===== config.mk =====
export PLATFORM = sky130hd
export DESIGN_NAME = vec_mem_unit_flat
export DESIGN_NICKNAME = d
export VERILOG_FILES = /design/src/rtl/vec_mem_unit_if.sv /design/src/rtl/vec_mem_unit.sv /design/src/flat_wrapper.sv
export SDC_FILE = /design/constraint.sdc
export NUM_CORES = 1
export LEC_CHECK = 0
export ABC_CLOCK_PERIOD_IN_PS = 2800
export CORE_MARGIN = 10
export CORE_UTILIZATION = 45
export CTS_BUF_LIST = sky130_fd_sc_hd__clkbuf_8
export DETAILED_ROUTE_END_ITERATION = 16
export MAX_ROUTING_LAYER = met4
export PLACE_DENSITY = 0.88
export SYNTH_ARGS = -nofsm -noshare
export SYNTH_HDL_FRONTEND = slang
export SYNTH_SLANG_ARGS = --single-unit

===== constraint.sdc =====
create_clock -name clk -period 2.8 [get_ports clk]
set_clock_uncertainty 0.2 [all_clocks]
set_input_delay 0.84 -clock clk [delete_from_list [all_inputs] [get_ports clk]]
set_output_delay 0.84 -clock clk [all_outputs]
set_load 0.005 [all_outputs]

===== src/rtl/vec_mem_unit_if.sv =====
// Bus between the processor control / data RAM and the vector/scalar memory unit.
// Handshake: a start is one cycle of cl_mem_st=1 and is taken only while mem_rdy=1;
// mem_rdy=0 means busy; mem_rdy=1 after a load means the result registers are valid.
interface vec_mem_unit_if #(
    parameter int DATA_W = 8,
    parameter int LANES  = 8,
    parameter int ADDR_W = 16
);
    logic                    cl_mem_st;
    logic [1:0]              cl_mem_op;
    logic [ADDR_W-1:0]       mem_addr;
    logic [LANES*DATA_W-1:0] vec_wdata;
    logic [DATA_W-1:0]       esc_wdata;
    logic                    mem_rdy;
    logic [LANES*DATA_W-1:0] vec_rdata;
    logic [DATA_W-1:0]       esc_rdata;
    logic [ADDR_W-1:0]       ram_addr;
    logic                    ram_re;
    logic                    ram_we;
    logic [DATA_W-1:0]       ram_wdata;
    logic [DATA_W-1:0]       ram_rdata;

    modport slave (
        input  cl_mem_st, cl_mem_op, mem_addr, vec_wdata, esc_wdata, ram_rdata,
        output mem_rdy, vec_rdata, esc_rdata, ram_addr, ram_re, ram_we, ram_wdata
    );

    modport master (
        output cl_mem_st, cl_mem_op, mem_addr, vec_wdata, esc_wdata, ram_rdata,
        input  mem_rdy, vec_rdata, esc_rdata, ram_addr, ram_re, ram_we, ram_wdata
    );
endinterface


===== src/rtl/vec_mem_unit.sv =====
// Memory execution unit: moves one vector or one scalar between operands and a
// single-port synchronous RAM, one element per cycle, holding mem_rdy low while busy.
module vec_mem_unit #(
    parameter int DATA_W = 8,
    parameter int LANES  = 8,
    parameter int ADDR_W = 16
) (
    input  logic            clk,
    input  logic            rst,
    vec_mem_unit_if.slave   bus,
    output logic [1:0]      dbg_state
);
    localparam int LANE_W = (LANES > 1) ? $clog2(LANES) : 1;
    localparam int IDX_W  = LANE_W + 1;

    typedef enum logic [1:0] {
        S_IDLE = 2'd0,
        S_RD   = 2'd1,
        S_RDW  = 2'd2,
        S_WR   = 2'd3
    } state_t;

    state_t                  state, state_nx;
    logic [IDX_W-1:0]        idx, idx_nx, last_idx;
    logic                    scalar_q;
    logic [ADDR_W-1:0]       base_q;
    logic [LANES*DATA_W-1:0] vwd_q, vec_q;
    logic [DATA_W-1:0]       swd_q, esc_q;
    logic [LANE_W-1:0]       wr_lane, cap_lane;
    logic                    capture;

    assign last_idx = scalar_q ? '0 : IDX_W'(LANES - 1);
    assign wr_lane  = idx[LANE_W-1:0];
    // Read data returns one cycle late, so it always belongs to lane idx-1.
    assign cap_lane = LANE_W'(idx - IDX_W'(1));
    assign capture  = ((state == S_RD) && (idx != '0)) || (state == S_RDW);

    always_comb begin
        state_nx      = state;
        idx_nx        = idx;
        bus.mem_rdy   = 1'b0;
        bus.ram_re    = 1'b0;
        bus.ram_we    = 1'b0;
        bus.ram_addr  = '0;
        bus.ram_wdata = '0;
        case (state)
            S_IDLE: begin
                bus.mem_rdy = 1'b1;
                if (bus.cl_mem_st) begin
                    idx_nx   = '0;
                    state_nx = bus.cl_mem_op[1] ? S_RD : S_WR;
                end
            end
            S_RD: begin
                bus.ram_re   = 1'b1;
                bus.ram_addr = base_q + ADDR_W'(idx);
                idx_nx       = idx + IDX_W'(1);
                if (idx == last_idx) state_nx = S_RDW;
            end
            S_RDW: begin
                state_nx = S_IDLE;
            end
            S_WR: begin
                bus.ram_we    = 1'b1;
                bus.ram_addr  = base_q + ADDR_W'(idx);
                bus.ram_wdata = scalar_q ? swd_q : vwd_q[wr_lane*DATA_W +: DATA_W];
                idx_nx        = idx + IDX_W'(1);
                if (idx == last_idx) state_nx = S_IDLE;
            end
            default: state_nx = S_IDLE;
        endcase
    end

    always_ff @(posedge clk) begin
        if (rst) begin
            state    <= S_IDLE;
            idx      <= '0;
            scalar_q <= 1'b0;
            base_q   <= '0;
            vwd_q    <= '0;
            swd_q    <= '0;
            vec_q    <= '0;
            esc_q    <= '0;
        end else begin
            state <= state_nx;
            idx   <= idx_nx;
            if ((state == S_IDLE) && bus.cl_mem_st) begin
                scalar_q <= bus.cl_mem_op[0];
                base_q   <= bus.mem_addr;
                vwd_q    <= bus.vec_wdata;
                swd_q    <= bus.esc_wdata;
            end
            if (capture) begin
                if (scalar_q) esc_q <= bus.ram_rdata;
                else          vec_q[cap_lane*DATA_W +: DATA_W] <= bus.ram_rdata;
            end
        end
    end

    assign bus.vec_rdata = vec_q;
    assign bus.esc_rdata = esc_q;
    assign dbg_state     = state;
endmodule


===== src/flat_wrapper.sv =====
// flat-port wrapper written by rule: the top's interface ports become plain ports
module vec_mem_unit_flat 
#(
    parameter int DATA_W = 8,
    parameter int LANES  = 8,
    parameter int ADDR_W = 16
)
  (clk, rst, dbg_state, bus_cl_mem_st, bus_cl_mem_op, bus_mem_addr, bus_vec_wdata, bus_esc_wdata, bus_ram_rdata, bus_mem_rdy, bus_vec_rdata, bus_esc_rdata, bus_ram_addr, bus_ram_re, bus_ram_we, bus_ram_wdata);
  vec_mem_unit_if #(.DATA_W(DATA_W), .LANES(LANES), .ADDR_W(ADDR_W)) bus_i ();
  input  logic clk;
  input  logic rst;
  output logic [1:0] dbg_state;
  input wire logic [$bits(bus_i.cl_mem_st)-1:0] bus_cl_mem_st;
  input wire logic [$bits(bus_i.cl_mem_op)-1:0] bus_cl_mem_op;
  input wire logic [$bits(bus_i.mem_addr)-1:0] bus_mem_addr;
  input wire logic [$bits(bus_i.vec_wdata)-1:0] bus_vec_wdata;
  input wire logic [$bits(bus_i.esc_wdata)-1:0] bus_esc_wdata;
  input wire logic [$bits(bus_i.ram_rdata)-1:0] bus_ram_rdata;
  output wire logic [$bits(bus_i.mem_rdy)-1:0] bus_mem_rdy;
  output wire logic [$bits(bus_i.vec_rdata)-1:0] bus_vec_rdata;
  output wire logic [$bits(bus_i.esc_rdata)-1:0] bus_esc_rdata;
  output wire logic [$bits(bus_i.ram_addr)-1:0] bus_ram_addr;
  output wire logic [$bits(bus_i.ram_re)-1:0] bus_ram_re;
  output wire logic [$bits(bus_i.ram_we)-1:0] bus_ram_we;
  output wire logic [$bits(bus_i.ram_wdata)-1:0] bus_ram_wdata;
  assign bus_i.cl_mem_st = bus_cl_mem_st;
  assign bus_i.cl_mem_op = bus_cl_mem_op;
  assign bus_i.mem_addr = bus_mem_addr;
  assign bus_i.vec_wdata = bus_vec_wdata;
  assign bus_i.esc_wdata = bus_esc_wdata;
  assign bus_i.ram_rdata = bus_ram_rdata;
  assign bus_mem_rdy = bus_i.mem_rdy;
  assign bus_vec_rdata = bus_i.vec_rdata;
  assign bus_esc_rdata = bus_i.esc_rdata;
  assign bus_ram_addr = bus_i.ram_addr;
  assign bus_ram_re = bus_i.ram_re;
  assign bus_ram_we = bus_i.ram_we;
  assign bus_ram_wdata = bus_i.ram_wdata;
  vec_mem_unit #(.DATA_W(DATA_W), .LANES(LANES), .ADDR_W(ADDR_W)) u_core (.clk(clk), .rst(rst), .bus(bus_i), .dbg_state(dbg_state));
endmodule

Yosys cells after proc, flatten, opt, wreduce, memory -nomap -nowiden --
Index checks and enable logic that the tools add are counted.
Word-level totals: register bits after elaboration 167, input port bits 101, output and inout bits 101, logic and storage cells 49
Cells by class: add/sub/neg operators 4, eq/ne operators 7, shift operators 3, muxes and demuxes 15, bitwise operators 1, reduce and logical (&&, ||, !) cells 11
Operators by type and width (count):
- bitwise mux 64 bit | 1
- variable shift 8 x 34 -> 64 bit, first input constant | 1
- indexed part select 64 x 7 -> 8 bit | 1
- indexed part select 8 x 34 -> 64 bit | 1
- negator 6 -> 34 bit | 1
- adder 16 x 4 -> 16 bit | 1
- two-way mux 16 bit | 1
- two-way mux 8 bit | 2
- two-way mux 2 bit | 4
- one-hot mux 2 bit (4 select lines) | 1
- one-hot mux 4 bit (2 select lines) | 1
- AND reduction 2 bit | 3
- adder 4 x 1 -> 4 bit, second input constant | 1
- equality test 2 bit, second input constant | 2
- equality test 4 x 3 -> 1 bit | 1
- two-way mux 4 bit | 1
- != test 2 bit, second input constant | 2
- nonzero test 4 bit | 1
- two-way mux 1 bit | 3
- two-way mux 3 bit | 1
- AND reduction 3 bit | 1
- subtractor 3 x 1 -> 3 bit, second input constant | 1
- equality test 2 x 1 -> 1 bit, second input constant | 1
- logical AND 1 bit | 2
- 6 further kinds | 6

Depth between registers and ports, before layout --
word-level depth 4, gate-level depth with buffers 11, depth with buffers taken out 8

Least setup slack after synthesis --
No wires, ideal clock.
path kind reg2out, start register u_core.idx[0], end output bus_ram_wdata[3], arrival 1.763 ns, data required time 1.760 ns, path slack -0.003 ns, stages on the path, launching flop included 7, buffers on the path 2, cell sequence dfxtp_1 -> buf_2 -> buf_2 -> mux4_2 -> mux2i_1 -> o21ai_0 -> and2_1
Between the ends: word-level cells in the longest chain between the ends 3
Ends and longest elaborated chain:
- start: declaration | RTL line vec_mem_unit.sv:24 | logic [IDX_W-1:0] idx, idx_nx, last_idx;
- start signal: assignment | RTL line vec_mem_unit.sv:86 | idx <= idx_nx;
- indexed part select 64 x 7 -> 8 bit | RTL line vec_mem_unit.sv:66 | bus.ram_wdata = scalar_q ? swd_q : vwd_q[wr_lane*DATA_W +: DATA_W];
- two-way mux 8 bit | RTL line vec_mem_unit.sv:66
- two-way mux 8 bit | RTL line vec_mem_unit.sv:46 | case (state)
- end: declaration | RTL line flat_wrapper.sv:25 | output wire logic [$bits(bus_i.ram_wdata)-1:0] bus_ram_wdata;
Every way passes these cells.

Worst setup path in the final report --
start register u_core.idx[1], end output bus_ram_addr[13]
Between the ends: word-level cells in the longest chain between the ends 2
Ends and longest elaborated chain:
- adder 16 x 4 -> 16 bit | RTL line vec_mem_unit.sv:56, vec_mem_unit.sv:65
- two-way mux 16 bit
- end: declaration | RTL line flat_wrapper.sv:22 | output wire logic [$bits(bus_i.ram_addr)-1:0] bus_ram_addr;
Every way passes these cells.

==> results.cfg <==
[yosys]
avgSynthCellArea_um2 = 8.80
synth_cell_types = 46
synth_edf_count = 0
ys_warn_count = 0
async_flop_share_pct = 0
yosysSeqAreaShare_pct = 44.5
syn_area_um2 = 7510
syn_nets = 967
synth_top_area_cell = dfxtp_1
synthTopCellsByArea = dfxtp_1 (45%), nand2_1 (11%), mux2i_1 (11%)
yosys_register_bits = 167
ys.flop_type = dfxtp_1
yosysTopAreaCellShare_pct = 44.5
synth_cells = 854

[power_and_ir_drop]
peakVddDrop_v = 0.000271
leakage_nw = 4.48
power_density_nw_per_um2 = 475

[place]
portBuffers = 201
hpwl_um = 16700
place_area_um2 = 10100
place_inst = 1278
gp_congestion = 0.901

[clock_network]
clkLatencyLatePin_ns = 0.45
clk_pin_slew_ns = 0.08
cts_tree = done
cts_buffer_depth = 2
cts-buffers-inserted = 17
clkSinkCount = 167
cts.htree.levels = 4
cts_root_buffer = clkbuf_8

[die]
io_pins = 202
start_util_pct = 45.6
row_count = 47
dieArea_um2 = 22300
fp.dieH_um = 149
core-area_um2 = 16500
die_w_um = 149

[routing]
first_pass_iters = 5
wl_per_cell_um = 17.9
wl_um = 23900
ant_nets = 0
drt_iter0_drc = 455
num_vias = 6970
drcViolationCount = 0
vias_per_cell = 5.22

[finish]
finish.utilization_pct = 66.2
finalNetCount = 1215
final_cells = 1334
seqCellArea_um2 = 3360
areaGrowthSynthToFinish_pct = 45.1
fillCellCount = 1240
multi_input_area_um2 = 4100
fin_area_um2 = 10900
drive_above_1_share_pct = 18.9
n_antenna_cell = 0

[critical_path]
crit_path_start_kind = flop
cp_top_family = compound AO/OA/AOI/OAI gates
path_buf_inv = 3
cp_cell_sequence = ha_4 > a211o_1 > a21oi_4 > buf_6 > buf_6 > or4_4 > a21oi_2 > buf_2
worst-path-max-fanout = 4
cp_slowest_cell = or4_4
end_kind = output port
critical_path_class = reg2out
cp_common_cell = buf_6
cp_data_arrival_time_ns = 2.31
worstPathRequired_ns = 1.76
slowest_delay_ns = 0.41

[status]
status = finished with violations
violations = negative setup slack

[timing]
relSlewSlack_pct = 73.5
post-route-period-util_pct = 120
max_slew.worst_pin.slew_ns = 0.392
hold_viol_final = 0
rsz0062_at_grt = yes
setup_viol = 23
fin_tns_setup_ns = -9.23
timing.fmax_mhz = 298
worst_slack_ns = -0.555
slew_viol_final = 0
finalCriticalPeriod_ns = 3.35

[min_path]
hp-class = reg2reg

[global_routing]
grt_pass1_wl_um = 36700
grt_pass1_vias = 7066
grt_start_max_net_pins = 56
antenna_found_initial = 0
overflow = 0
grt_usage_pct = 21.1

[job]
cap_violations = 0
## per-layer routing
layer / GRT usage (%) / part of all wire, %
met1: 23.8 / 41
met2: 35.7 / 51
met3: 4.37 / 4.8
met4: 8.98 / 3.7
met5: - / 0
## synthesized netlist by cell type, types with 3 or more instances
cell,instances
buf_2,23
or4_1,3
xnor2_1,6
ha_1,11
mux4_2,16
clkbuf_1,36
nor2_1,17
nand2_1,224
a211oi_1,4
o31ai_1,3
nor3_1,4
nand4b_1,3
o21ai_0,12
inv_1,6
nand2b_1,73
dfxtp_1,167
mux2i_1,83
nand4_2,4
and2_1,12
a21oi_1,106
nand3_1,9
## per-stage QoR
stage	setup slack [ns]	power (mW)	hold WS, ns
4_1_cts	-0.523	5.14	0.257
3_5_place_dp	-0.478	3.40	0.245
2_1_floorplan	0.0270	3.01	0.233
5_1_grt	-0.605	5.38	0.270
6_report	-0.555	5.17	0.258
3_3_place_gp	-0.464	3.38	0.239
## logic make-up (layout without fill, tap and decap cells)
| kind of cell | Yosys count | in the layout | synth area share [%] |
|---|---|---|---|
| adders and majority gates | 12 | 12 | 2.10 |
| muxes | 99 | 99 | 15.9 |
| DFF | 167 | 167 | 44.5 |
| AOI/OAI and AO/OA | 130 | 130 | 9.11 |
| and+or+nand+nor | 369 | 369 | 23.6 |
| xor gates and xnor gates | 7 | 7 | 0.816 |
| buffers and inverters | 70 | 330 | 4.03 |
## timing repair
| action | 4_1_cts | 5_1_grt |
|---|---|---|
| setup endpoints to repair | 46 | 81 |
| hold buffers | 0 | 0 |
| pin swaps | 25 | 17 |
| buffers inserted | 18 | 10 |
| hold endpoints to repair | 0 | 0 |
| cloned | 0 | 0 |
| resized for setup | 142 | 32 |
## report_power, final
group	total, mW	switching, mW	internal, mW
clock	1.71	0.875	0.833
combinational	0.927	0.450	0.477
sequential	2.54	0.0619	2.48
total	5.17	1.39	3.79
## registers in the layout (all words and copies together) (netlist names)
name,count
u_core.vwd_q,64
u_core.dbg_state,2
u_core.idx,4
u_core.bus.esc_rdata,8
u_core.base_q,16
u_core.bus.vec_rdata,64
u_core.scalar_q,1
u_core.swd_q,8
## cell usage in the layout, fill, tap and decap left out, drive strengths merged, types with 3 or more instances in the layout
master	Yosys	final
ha	11	11
o31ai	3	3
clkbuf	36	20
nor2	17	17
mux2i	83	83
clkdlybuf4s50	0	175
nand4	6	6
buf	27	111
xnor2	6	6
a211oi	4	4
dfxtp	167	167
a21oi	106	106
clkinvlp	0	3
nand2b	73	73
nand2	224	224
or4	3	3
and2	12	12
nand4b	3	3
o21ai	12	12
clkinv	1	5
inv	6	9
mux4	16	16
nand3	9	9
nor3	4	4
## area by class of cell
cell class	instances	area share, %
tap	220	2.53
sequential	167	30.8
timing repair buffer	292	25.2
multi-input combinational	617	37.6
inverter	7	0.253
clock buffer	19	2.40
clock inverter	12	1.19
## tightest hold or removal path, stage by stage, from the launching register on
cell	delay (ns)
dfxtp_1	0.31
nand2_1	0.05
a21oi_1	0.05
## path summary, 6_finish.rpt
check,cells past startpoint,start,slack [ns],endpoint
worst min-delay path,2,u_core.vwd_q[54]$_SDFFE_PP0P_,0.26,u_core.vwd_q[54]$_SDFFE_PP0P_
worst max register to register,15,u_core.idx[0]$_SDFFE_PP0P_,0.02,u_core.bus.vec_rdata[46]$_SDFFE_PP0P_
worst max-delay path,8,u_core.idx[1]$_SDFFE_PP0P_,-0.55,bus_ram_addr[13]
worst min register to register,2,u_core.vwd_q[54]$_SDFFE_PP0P_,0.26,u_core.vwd_q[54]$_SDFFE_PP0P_
No activity file was read; power rests on OpenSTA's default activity.
